`config.mk`:
```
export PLATFORM = sky130hd
export DESIGN_NAME = m_seg_scan_ctrl
export DESIGN_NICKNAME = d
export VERILOG_FILES = /design/src/rtl/m_seg_scan_ctrl.sv
export SDC_FILE = /design/constraint.sdc
export NUM_CORES = 1
export LEC_CHECK = 0
export ABC_CLOCK_PERIOD_IN_PS = 3300
export BUFFER_PORTS_ARGS = -buffer_cell sky130_fd_sc_hd__buf_4
export CORE_ASPECT_RATIO = 1.5
export CORE_MARGIN = 1
export CORE_UTILIZATION = 60
export CTS_CLUSTER_SIZE = 25
export DETAILED_ROUTE_END_ITERATION = 7
export PLACE_DENSITY = 0.76
export SYNTH_ARGS = -nofsm -noshare
export SYNTH_HDL_FRONTEND = slang
export SYNTH_SLANG_ARGS = --single-unit
```
`constraint.sdc`:
```
create_clock -name clk -period 3.3 [get_ports clk]
set_input_delay 0.99 -clock clk [delete_from_list [all_inputs] [get_ports clk]]
set_output_delay 0.99 -clock clk [all_outputs]
set_load 0.02 [all_outputs]
```
`src/rtl/m_seg_scan_ctrl.sv`:
```
`default_nettype none
// m_seg_scan_ctrl: pops bytes from a circular queue and scans the last two onto a 4-digit 7-segment display.
// Optional feature macro: SEG_LEADING_BLANK_EN (blank digits above the most-significant nonzero nibble).
module m_seg_scan_ctrl #(
  parameter int SCAN_DIV = 50000,
  parameter int HOLD_CYC = 50000000
) (
  input  logic       clk,
  input  logic       rst,
  input  logic       i_empty,
  input  logic [7:0] i_rd_data,
  output logic       o_rd_en,
  output logic [6:0] o_seg,
  output logic [3:0] o_an,
  output logic       o_dp
);

  localparam int SW = (SCAN_DIV > 1) ? $clog2(SCAN_DIV) : 1;
  localparam int HW = (HOLD_CYC > 1) ? $clog2(HOLD_CYC) : 1;
  localparam logic [SW-1:0] SCAN_LAST = SW'(SCAN_DIV - 1);
  localparam logic [HW-1:0] HOLD_LAST = HW'(HOLD_CYC - 1);

  localparam logic [1:0] ST_IDLE    = 2'd0;
  localparam logic [1:0] ST_POP     = 2'd1;
  localparam logic [1:0] ST_CAPTURE = 2'd2;
  localparam logic [1:0] ST_HOLD    = 2'd3;

  logic [1:0]    state_q, state_d;
  logic [HW-1:0] hold_cnt_q, hold_cnt_d;
  logic [SW-1:0] scan_cnt_q, scan_cnt_d;
  logic [1:0]    idx_q, idx_d;
  logic [15:0]   digit_reg_q, digit_reg_d;
  logic [3:0]    an_q, an_d;
  logic [6:0]    seg_q, seg_d;
  logic          blank;

  function automatic logic [6:0] f_hex(input logic [3:0] n);
    case (n)
      4'h0: f_hex = 7'b1000000;  4'h1: f_hex = 7'b1111001;
      4'h2: f_hex = 7'b0100100;  4'h3: f_hex = 7'b0110000;
      4'h4: f_hex = 7'b0011001;  4'h5: f_hex = 7'b0010010;
      4'h6: f_hex = 7'b0000010;  4'h7: f_hex = 7'b1111000;
      4'h8: f_hex = 7'b0000000;  4'h9: f_hex = 7'b0010000;
      4'hA: f_hex = 7'b0001000;  4'hB: f_hex = 7'b0000011;
      4'hC: f_hex = 7'b1000110;  4'hD: f_hex = 7'b0100001;
      4'hE: f_hex = 7'b0000110;  default: f_hex = 7'b0001110;
    endcase
  endfunction

  always_comb begin
    state_d     = state_q;
    hold_cnt_d  = hold_cnt_q;
    digit_reg_d = digit_reg_q;
    case (state_q)
      ST_IDLE:    if (!i_empty) state_d = ST_POP;
      ST_POP:     state_d = ST_CAPTURE;
      ST_CAPTURE: begin
        // The queue presents the popped byte during this cycle.
        digit_reg_d = {digit_reg_q[7:0], i_rd_data};
        hold_cnt_d  = '0;
        state_d     = ST_HOLD;
      end
      default: begin
        if (hold_cnt_q == HOLD_LAST) state_d = ST_IDLE;
        else                         hold_cnt_d = hold_cnt_q + HW'(1);
      end
    endcase
  end

  always_comb begin
    scan_cnt_d = scan_cnt_q + SW'(1);
    idx_d      = idx_q;
    if (scan_cnt_q == SCAN_LAST) begin
      scan_cnt_d = '0;
      idx_d      = idx_q + 2'd1;
    end
  end

  always_comb begin
    blank = 1'b0;
`ifdef SEG_LEADING_BLANK_EN
    case (idx_q)
      2'd3:    blank = (digit_reg_q[15:12] == 4'h0);
      2'd2:    blank = (digit_reg_q[15:8] == 8'h00);
      2'd1:    blank = (digit_reg_q[15:4] == 12'h000);
      default: blank = 1'b0;
    endcase
`endif
    // Anode and segments are both derived from idx_q so they switch on the same edge.
    an_d  = ~(4'b0001 << idx_q);
    seg_d = blank ? 7'b1111111 : f_hex(digit_reg_q[{idx_q, 2'b00} +: 4]);
  end

  always_ff @(posedge clk or posedge rst) begin
    if (rst) begin
      state_q     <= ST_IDLE;
      hold_cnt_q  <= '0;
      scan_cnt_q  <= '0;
      idx_q       <= 2'd0;
      digit_reg_q <= 16'h0000;
      an_q        <= 4'b1110;
      seg_q       <= 7'b1000000;
    end else begin
      state_q     <= state_d;
      hold_cnt_q  <= hold_cnt_d;
      scan_cnt_q  <= scan_cnt_d;
      idx_q       <= idx_d;
      digit_reg_q <= digit_reg_d;
      an_q        <= an_d;
      seg_q       <= seg_d;
    end
  end

  assign o_rd_en = (state_q == ST_POP);
  assign o_an    = an_q;
  assign o_seg   = seg_q;
  assign o_dp    = 1'b1;

endmodule
`default_nettype wire

```
==> summary by stage, run 1 <==
Status
The run finished with clean final reports.

CTS
The TritonCTS clock tree is done. No sink is reached through more buffers than the 2 on the longest clock path. The post-CTS resize count is 0.

The number of buffers created by CTS is 9. The clock-pin transition on the worst setup and hold timing paths is 0.08 ns. The clock insertion delay at the later pin of the skew report is 0.36 ns.

The library cell used as clock root buffer is sky130_fd_sc_hd__clkbuf_8. After clock tree synthesis, the setup repair step added 0 buffers. The clock net in this run drives a total of 73 sinks. The H-tree depth is 3.

After clock tree synthesis, the flow added hold-fix buffers numbering 0.

STA
In the finished design, the share of the clock period the worst path needs comes to 68.3%. The hold violation count in the final report is 0. Setup total negative slack on the finished layout was measured at 0 ns.

The shortest clock period the worst path allows after layout is 2.25 ns. The relative slew slack is 45.0%. Setup violations remaining at the end of the flow were counted as 0. The maximum clock frequency is 444 MHz.

On the final layout, the worst hold slack is 0.486 ns. The number of pins with negative max-slew slack in the final report is 0. For the pin with the worst max-slew slack, the measured transition is 0.819 ns. Setup repair after global routing left no endpoint under its margin. Between clock sinks in the finished design, the worst skew comes to 0.0109 ns.

Power and ir drop
The portion of total power attributed to combinational logic is 30.5%. For this design the total switching power over the nets is 0.858 mW. In this run the static leakage power is 1.91 nW. The sequential fraction of design power is 43.2%. The fraction of power spent switching nets is 32.3%.

For this design the ratio of total power to cell area is 587 mW/mm2. The internal portion of total power is 1.80 mW. The fraction of power consumed by the clock network is 26.4%. The maximum ir drop on the vdd rail is 0.492 mV.

The total power after layout is 2.66 mW.

Critical path
In this design, the largest share of critical-path delay is due to flip-flops. The sum of buffers and inverters on the critical path is 2. The kind of critical path is flip-flop to primary output. On the worst path, the slowest cell contributes a delay of 0.41 ns. Along the worst path, the maximum fanout reaches 4. The worst setup path is launched from a flip-flop. The setup slack on the worst flop-to-flop path is 1.05 ns.

The worst setup path is captured at a primary output. The critical path arrival is 1.26 ns. Walking the worst path, the cells encountered are inv_1, ha_1, buf_4.

Data on the critical path is required at its endpoint by 2.31 ns. The highest-delay cell along the critical path is sky130_fd_sc_hd__dfrtp_1.

Synth
The count of synthesis-stage warnings from yosys is 0. The average instance in the mapped netlist occupies 10.2 um2. The mapped cell area is 0.00415 mm2.

Sequential cells were found to cover 44.1% of the synthesized design area. The number of unique standard cell types used by synthesis is 62. The synthesized netlist net count is 436.

The top cell type by area accounts for 41.6% of the synthesized area. Synthesis produced 409 cells. The most instantiated flip-flop cell in the synthesis netlist is sky130_fd_sc_hd__dfrtp_1. The number of enable-type register cells in the synthesized netlist is 0.

The count of state elements after synthesis is 73. In the post-synthesis netlist, the biggest area contributors are sky130_fd_sc_hd__dfrtp_1, sky130_fd_sc_hd__mux2_2, sky130_fd_sc_hd__ha_1. The cell taking the most area after synthesis is sky130_fd_sc_hd__dfrtp_1.

The fraction of registers with async set/reset is 100%.

Floorplanning
In this run the vertical extent of the chip is 104 um. The number of I/O pins is 24. The die covers 0.00727 mm2.

The row count is 36. The starting utilization of the core area is 63.2%. The region available for standard cell placement spans 0.00658 mm2. In this run the horizontal extent of the chip is 69.9 um.

GRT
The global-route wire length before repair is 14,800 um. The via count of the first global-routing pass is 3,152. Global routing finished with a remaining overflow of 0.

The initial antenna violation count came to 0. Entering global routing, the biggest net connects 74 pins. The global router's overall resource usage is 25.6%.

Routing
The routed design has 8560 um of wire. The detailed router placed 3,212 vias in this run. The routed via count divided by cell count is 6.36.

The number of detailed-route iterations in the first pass is 4. Once detail routing completed, the nets flagged for antenna violations numbered 0. The starting DRC count in detailed routing is 226.

The detailed-route wire length per cell is 17.0 um. The DRC violation count after routing is 0.

Cells and area
The number of nets in the finished design is 451. The filler cell count is 516. The proportion of layout cells with a drive suffix above 1 is 17.9%.

The area growth from synthesis to layout is 8.83%. 0 antenna diodes ended up in the layout.

Place
The HPWL after detailed placement is 5780 um. Routability-driven placement finished with a final weighted congestion of 0.873. The number of buffer cells added on primary ports is 22.

Min path
The tightest min-delay check is of the flip-flop to flip-flop type.

Job
The count of maximum capacitance violations is 0.
==> power groups by stage <==
| stage | sequential [mW] | combinational (mW) | clock, mW |
|---|---|---|---|
| floorplan | 1.18 | 0.597 | 0 |
| global placement | 1.15 | 0.789 | 0 |
| detailed placement | 1.16 | 0.803 | 0 |
| CTS | 1.15 | 0.814 | 0.717 |
| global route | 1.17 | 0.895 | 0.748 |
| finish | 1.15 | 0.809 | 0.700 |
==> cell usage in the layout (no fill, tap or decap), types with 4 or more instances in the layout <==
| cell type | count |
|---|---|
| sky130_fd_sc_hd__dfrtp_1 | 69 |
| sky130_fd_sc_hd__nand3_1 | 18 |
| sky130_fd_sc_hd__and4_1 | 6 |
| sky130_fd_sc_hd__nand2_1 | 32 |
| sky130_fd_sc_hd__nor4b_1 | 4 |
| sky130_fd_sc_hd__o21ai_0 | 17 |
| sky130_fd_sc_hd__dfstp_2 | 4 |
| sky130_fd_sc_hd__nor3b_1 | 4 |
| sky130_fd_sc_hd__mux2i_1 | 6 |
| sky130_fd_sc_hd__nor3_1 | 18 |
| sky130_fd_sc_hd__nor2_1 | 24 |
| sky130_fd_sc_hd__mux4_2 | 4 |
| sky130_fd_sc_hd__buf_4 | 25 |
| sky130_fd_sc_hd__nand4_1 | 12 |
| sky130_fd_sc_hd__ha_1 | 15 |
| sky130_fd_sc_hd__o311ai_0 | 4 |
| sky130_fd_sc_hd__inv_1 | 19 |
| sky130_fd_sc_hd__a21oi_1 | 4 |
| sky130_fd_sc_hd__clkbuf_8 | 10 |
| sky130_fd_sc_hd__o211ai_1 | 8 |
| sky130_fd_sc_hd__a221o_1 | 5 |
| sky130_fd_sc_hd__xor2_1 | 6 |
| sky130_fd_sc_hd__mux2_2 | 18 |
| sky130_fd_sc_hd__nor2b_1 | 8 |
| sky130_fd_sc_hd__or3_1 | 4 |
| sky130_fd_sc_hd__nor4_1 | 8 |
| sky130_fd_sc_hd__o21a_1 | 4 |
| sky130_fd_sc_hd__and3_1 | 11 |
| sky130_fd_sc_hd__xnor2_1 | 6 |
==> logic make-up (layout without fill, tap and decap cells) <==
kind of cell | Yosys count | in the layout | synth area share (%)
XOR/XNOR | 12 | 12 | 2.53
adder cells (fa/ha/maj) | 16 | 16 | 4.82
flip-flops | 73 | 73 | 44.1
other | 1 | 1 | 0.0903
AND/OR/NAND/NOR | 166 | 166 | 22.3
buffers and inverters | 42 | 62 | 5.06
multiplexers | 28 | 28 | 8.49
AO/OA/AOI/OAI | 71 | 71 | 12.7
==> worst reg2reg max path, stage by stage (launching register included) <==
cell	delay [ns]
sky130_fd_sc_hd__dfrtp_1	0.39
sky130_fd_sc_hd__inv_1	0.10
sky130_fd_sc_hd__ha_1	0.29
sky130_fd_sc_hd__or2_2	0.60
sky130_fd_sc_hd__nor3_1	0.23
sky130_fd_sc_hd__or4b_1	0.44
sky130_fd_sc_hd__o311ai_1	0.11
==> path summary, 6_finish.rpt <==
path                                start             end  cells past startpoint
max                            state_q[1]         o_rd_en                      3
min                        scan_cnt_q[15]  scan_cnt_q[15]                      1
max reg2reg                    state_q[0]  hold_cnt_q[17]                      6
min reg2reg                scan_cnt_q[15]  scan_cnt_q[15]                      1
max in group asynchronous             rst         o_an[3]                      3
min in group asynchronous             rst   hold_cnt_q[2]                      3
==> state kept, by name, summed over array words and instances (netlist names) <==
| signal | count |
|---|---|
| idx_q | 2 |
| o_an | 4 |
| digit_reg_q | 16 |
| o_seg | 7 |
| hold_cnt_q | 26 |
| state_q | 2 |
| scan_cnt_q | 16 |
==> cell type report <==
cell class              instances  area [um2]  area share (%)
flip-flops and latches         73        1830            40.5
clock inverters                 5        55.1            1.22
well taps                      76        95.1            2.10
multi-input cells             294        2110            46.8
repair buffers                 26         208            4.59
inverters                      20        75.1            1.66
clock buffers                  11         141            3.13
==> Yosys cell counts, types with 3 or more instances <==
cell	count
sky130_fd_sc_hd__dfrtp_1	69
sky130_fd_sc_hd__nand2_1	32
sky130_fd_sc_hd__nor2_1	24
sky130_fd_sc_hd__inv_1	20
sky130_fd_sc_hd__mux2_2	18
sky130_fd_sc_hd__nand3_1	18
sky130_fd_sc_hd__nor3_1	18
sky130_fd_sc_hd__o21ai_0	17
sky130_fd_sc_hd__ha_1	16
sky130_fd_sc_hd__clkbuf_1	12
sky130_fd_sc_hd__nand4_1	12
sky130_fd_sc_hd__and3_1	11
sky130_fd_sc_hd__nor2b_1	8
sky130_fd_sc_hd__nor4_1	8
sky130_fd_sc_hd__o211ai_1	8
sky130_fd_sc_hd__and4_1	6
sky130_fd_sc_hd__mux2i_1	6
sky130_fd_sc_hd__xnor2_1	6
sky130_fd_sc_hd__xor2_1	6
sky130_fd_sc_hd__a221o_1	5
sky130_fd_sc_hd__a21oi_1	4
sky130_fd_sc_hd__buf_6	4
sky130_fd_sc_hd__dfstp_2	4
sky130_fd_sc_hd__mux4_2	4
sky130_fd_sc_hd__nor3b_1	4
sky130_fd_sc_hd__nor4b_1	4
sky130_fd_sc_hd__o21a_1	4
sky130_fd_sc_hd__o311ai_0	4
sky130_fd_sc_hd__or3_1	4
sky130_fd_sc_hd__a211o_1	3
sky130_fd_sc_hd__and3_2	3
sky130_fd_sc_hd__nand2b_1	3
sky130_fd_sc_hd__nor4bb_1	3
sky130_fd_sc_hd__o311a_1	3
==> layer usage <==
layer  wire length (um)  vias up  GRT usage [%]  share of wire, %
met5                  0        -              0                 0
met4                344        0           14.3               4.0
met3                296       31           5.43               3.5
met2               4390       73           42.2                51
met1               3530     1570           30.8                41
li1                   -     1538              -                 -
==> per-stage QoR <==
step	worst slack [ns]	instances	area, um2	utilization (%)
floorplan	0.463	409	4150	-
global placement	1.17	489	4320	65.8
detailed placement	1.07	489	4320	65.8
CTS	1.05	505	4520	68.7
global route	0.871	505	4520	68.7
finish	1.05	505	4520	68.7
Note: power is estimated with default switching activity, not from simulation.
==> run 2: changes to the inputs <==
--- a/config.mk
+++ b/config.mk
@@ -5,7 +5,8 @@
 export SDC_FILE = /design/constraint.sdc
 export NUM_CORES = 1
 export LEC_CHECK = 0
-export ABC_CLOCK_PERIOD_IN_PS = 3300
+export ABC_AREA = 1
+export ABC_CLOCK_PERIOD_IN_PS = 2100
 export BUFFER_PORTS_ARGS = -buffer_cell sky130_fd_sc_hd__buf_4
 export CORE_ASPECT_RATIO = 1.5
 export CORE_MARGIN = 1
==> constraint.sdc (replaced) <==
create_clock -name clk -period 2.1 [get_ports clk]
set_input_delay 0.63 -clock clk [delete_from_list [all_inputs] [get_ports clk]]
set_output_delay 0.63 -clock clk [all_outputs]
set_load 0.02 [all_outputs]
==> run 2 against run 1 <==
Power grew 74%. Register-to-register slack lost 0.82 ns. Via count grew 10%. Worst hold slack lost 0.18 ns. Count of clock-buffer cells in the layout grew 3. Critical endpoint is now o_seg[0].
==> summary by stage, run 2 <==
STA
Setup repair after global routing left no endpoint under its margin. The final clock skew is 0.0132 ns (+0.00229 ns). The setup-violating endpoint count in the final report is 0 (unchanged). Static timing analysis puts the maximum clock frequency at 534 MHz. The number of pins with negative max-slew slack in the final report is 0 (unchanged).

The shortest clock period the worst path allows after layout is 1.87 ns. The final setup TNS is 0 ns (unchanged). The final critical-path share of the clock period is 89.2%.

The hold violation count in the final report is 0 (unchanged). The transition time at the pin with the least slew margin is 0.559 ns (-0.260 ns). The relative slew slack is 62.6% (+18 points).

Place
The cell count after placement came to 645 (+32%). The number of buffer cells added on primary ports is 22 (unchanged). The final weighted congestion in routability-driven placement is 0.934 (+7.1%). The HPWL after detailed placement is 6510 um (+13%).

CTS
The H-tree depth is 3 (unchanged). The maximum count of clock buffers along a single path is 2 (unchanged). The clock insertion delay at the later pin of the skew report came to 0.36 ns (about the same). The library cell used as clock root buffer is sky130_fd_sc_hd__clkbuf_8. The number of buffers created by CTS is 9 (unchanged). The TritonCTS clock tree is done. The total of hold buffers inserted after clock tree synthesis is 0 (unchanged). The clock sink count came to 73 (unchanged). The clock-pin transition on the worst setup and hold timing paths is 0.08 ns (about the same).

Synth
The number of enable-type register cells in the synthesized netlist is 0 (unchanged). The mapped cell area is 0.00414 mm2 (-0.33%). The fraction of registers with async set/reset is 100% (unchanged). The count of state elements after synthesis is 73 (unchanged). By count the netlist is led by sky130_fd_sc_hd__nand2_1, sky130_fd_sc_hd__dfrtp_1, sky130_fd_sc_hd__inv_1. The synthesized-area fraction occupied by ao, oa, aoi and oai cells is 6.38% (-6.3 points). The area share of and/or/nand/nor cells after synthesis is 32.9% (+11 points). The mux share of post-synthesis cell area is 0% (-8.5 points). The most instantiated flip-flop cell in the synthesis netlist is sky130_fd_sc_hd__dfrtp_1. The synthesized netlist net count is 577 (+32%). The xor/xnor share of the synthesized area is 4.23% (+1.7 points).

The proportion of synthesized chip area in sequential cells was 44.2% (+0.15 points). The count of synthesis-stage warnings from yosys is 0 (unchanged). The share of the synthesized area in the top cell type is 41.7% (+0.14 points). The cell taking the most area after synthesis is sky130_fd_sc_hd__dfrtp_1.

The number of unique standard cell types used by synthesis is 36 (-42%). The gate count of the mapped netlist is 550 (+34%). By area the synthesized netlist is led by sky130_fd_sc_hd__dfrtp_1, sky130_fd_sc_hd__nand2_1, sky130_fd_sc_hd__inv_1. The largest family of logic cells by synthesized area is simple AND/OR/NAND/NOR gates. The average cell area after synthesis is 7.53 um2 (-26%). The most common cell in the synthesized netlist is sky130_fd_sc_hd__nand2_1.

The adder and majority gate portion of the synthesized area was 4.84% (+0.016 points).

Power and ir drop
The switching power is 1.77 mW (+110%). The portion of total power attributed to combinational logic is 35.3% (+4.8 points). The fraction of power consumed by the clock network is 25.1% (-1.3 points).

The maximum ir drop on the vdd rail was 0.801 mV (+63%). The power per unit of standard cell area is 1000 mW/mm2 (+70%). The sequential fraction of design power is 39.6% (-3.6 points). The fraction of power spent switching nets is 38.3% (+6.0 points). The internal portion of total power is 2.85 mW (+59%). The leakage power is 2.29 nW (+20%).

Cells and area
The library cells used most frequently in the layout, excluding fill and tap cells, are sky130_fd_sc_hd__nand2_1, sky130_fd_sc_hd__dfrtp_1, sky130_fd_sc_hd__inv_1. The proportion of layout cells with a drive suffix above 1 came to 11.1% (-6.8 points). The number of flip-flops in the largest register was 26 (unchanged). The library cell used most frequently in the layout, excluding fill and tap cells, is sky130_fd_sc_hd__nand2_1. The register containing the most flip-flops in the final layout is hold_cnt_q. The largest registers in the layout are hold_cnt_q: 26 flops, digit_reg_q: 16 flops, scan_cnt_q: 16 flops. The number of antenna cells inserted came to 0 (unchanged). The post-layout instance count excluding filler cells came to 661 (+31%). The area growth from synthesis to layout is 11.7%. The number of nets in the finished design is 607 (+35%).

The filler cell count is 564 (+9.3%).

GRT
The via count of the first global-routing pass is 3,490 (+11%). The global-route wire length before repair is 15,200 um (+2.3%). The maximum number of pins on one net before global-route repair is 27 (-64%). The initial antenna violation count is 0 (unchanged). The global router's overall resource usage is 25.9% (+0.34 points). The leftover overflow at the end of global routing was 0 (unchanged).

Routing
The routed via count divided by cell count is 5.36 (-16%). The DRC violation count after routing came to 0 (unchanged). The starting DRC count in detailed routing is 208 (-8.0%). The routed wire length was 8550 um (-0.12%). The detailed-route wire length per cell came to 12.9 um (-24%). The number of vias in the routed layout is 3,541 (+10%).

The number of detailed-route iterations in the first pass was 4 (unchanged). The number of routed nets with antenna violations is 0 (unchanged).

Floorplanning
The starting utilization of the core area is 63.0% (-0.21 points). The row count is 36 (unchanged). The number of I/O pins is 24 (unchanged). The area inside the core boundary came to 0.00658 mm2 (unchanged). The overall die height is 104 um (-0.16%). The die area came to 0.00724 mm2 (-0.32%). The die outline width is 69.8 um (-0.16%).

Critical path
The cell class contributing the biggest share of worst-path delay is simple AND/OR/NAND/NOR gates. The worst setup path is launched from a flip-flop. The slowest stage of the critical path is the sky130_fd_sc_hd__dfrtp_1 cell. Walking the worst path, the cells encountered are clkinv_1, nand2_1, nand3_1, nand2_1, inv_1, ha_1, inv_1, nor2_1, nor3b_1, a21oi_1. STA classifies the critical path endpoint as a flip-flop. The setup slack on the worst flop-to-flop path is 0.23 ns (-0.82 ns).

The critical path arrival came to 2.11 ns (+0.85 ns). The largest fanout on the critical path came to 8 (+4). The worst setup path is of the flip-flop to flip-flop kind. The data required time at the worst endpoint is 2.33 ns (+0.02 ns). The sum of buffers and inverters on the critical path is 3 (+1). The largest stage delay on the critical path was 0.50 ns (+0.09 ns).

Status
The flow ran to the end, and the final reports show no timing, DRC or antenna violations.

Min path
The path category of the worst min-delay check is input port to async pin.

Job
The count of maximum capacitance violations was 0 (unchanged).
==> run 2: cell type report <==
type                            count  area [um2]  area share, %
Inverter                           60         229           4.95
Clock inverter                      2        35.0          0.758
Sequential cell                    73        1830           39.6
Clock buffer                       14         173           3.73
Timing Repair Buffer               31         245           5.30
Multi-Input combinational cell    405        2020           43.6
Tap cell                           76        95.1           2.06
==> run 2: kinds of logic after synthesis <==
| kind of cell | count (synthesis) |
|---|---|
| simple gates | 319 |
| flops | 73 |
| buf+inv | 72 |
| compound gates | 49 |
| xor+xnor | 20 |
| fa+ha+maj | 16 |
| other cells | 1 |
==> run 2: per-layer routing <==
layer	GRT usage (%)	vias to the layer above	wire length, um
li1	-	1787	-
met1	28.4	1683	3490
met2	46.9	55	4620
met3	4.67	16	239
met4	12.9	0	201
met5	0	-	0
==> run 2: power groups by stage <==
stage / Combinational, mW / Clock (mW) / Sequential (mW)
finish: 1.63 / 1.16 / 1.83
global route: 1.85 / 1.23 / 1.87
CTS: 1.61 / 1.18 / 1.84
detailed placement: 1.60 / 0 / 1.86
global placement: 1.56 / 0 / 1.85
floorplan: 1.17 / 0 / 1.89
==> run 2: worst paths after layout <==
path	end	cells after the start	start
max in group asynchronous	hold_cnt_q[22]	3	rst
min in group clk	scan_cnt_q[0]	1	scan_cnt_q[0]
min	digit_reg_q[3]	2	rst
max	o_seg[0]	10	idx_q[0]
min reg2reg	scan_cnt_q[0]	1	scan_cnt_q[0]
max reg2reg	o_seg[0]	10	idx_q[0]
==> run 2: timing repair <==
action,CTS,global route
buffers inserted,0,0
resized for setup,0,1
setup endpoints to repair,0,2
==> run 2: metrics by stage <==
step | setup slack [ns] | hold slack (ns) | util (%) | power, mW | instance area (um2)
after floorplan | 0.452 | 0.433 | - | 3.07 | 4140
after global placement | 0.275 | 0.453 | 67.0 | 3.41 | 4410
after detailed placement | 0.201 | 0.458 | 67.0 | 3.47 | 4410
after CTS | 0.183 | 0.319 | 70.2 | 4.63 | 4620
after global routing | 0.0341 | 0.348 | 70.3 | 4.95 | 4620
final | 0.228 | 0.305 | 70.3 | 4.62 | 4620
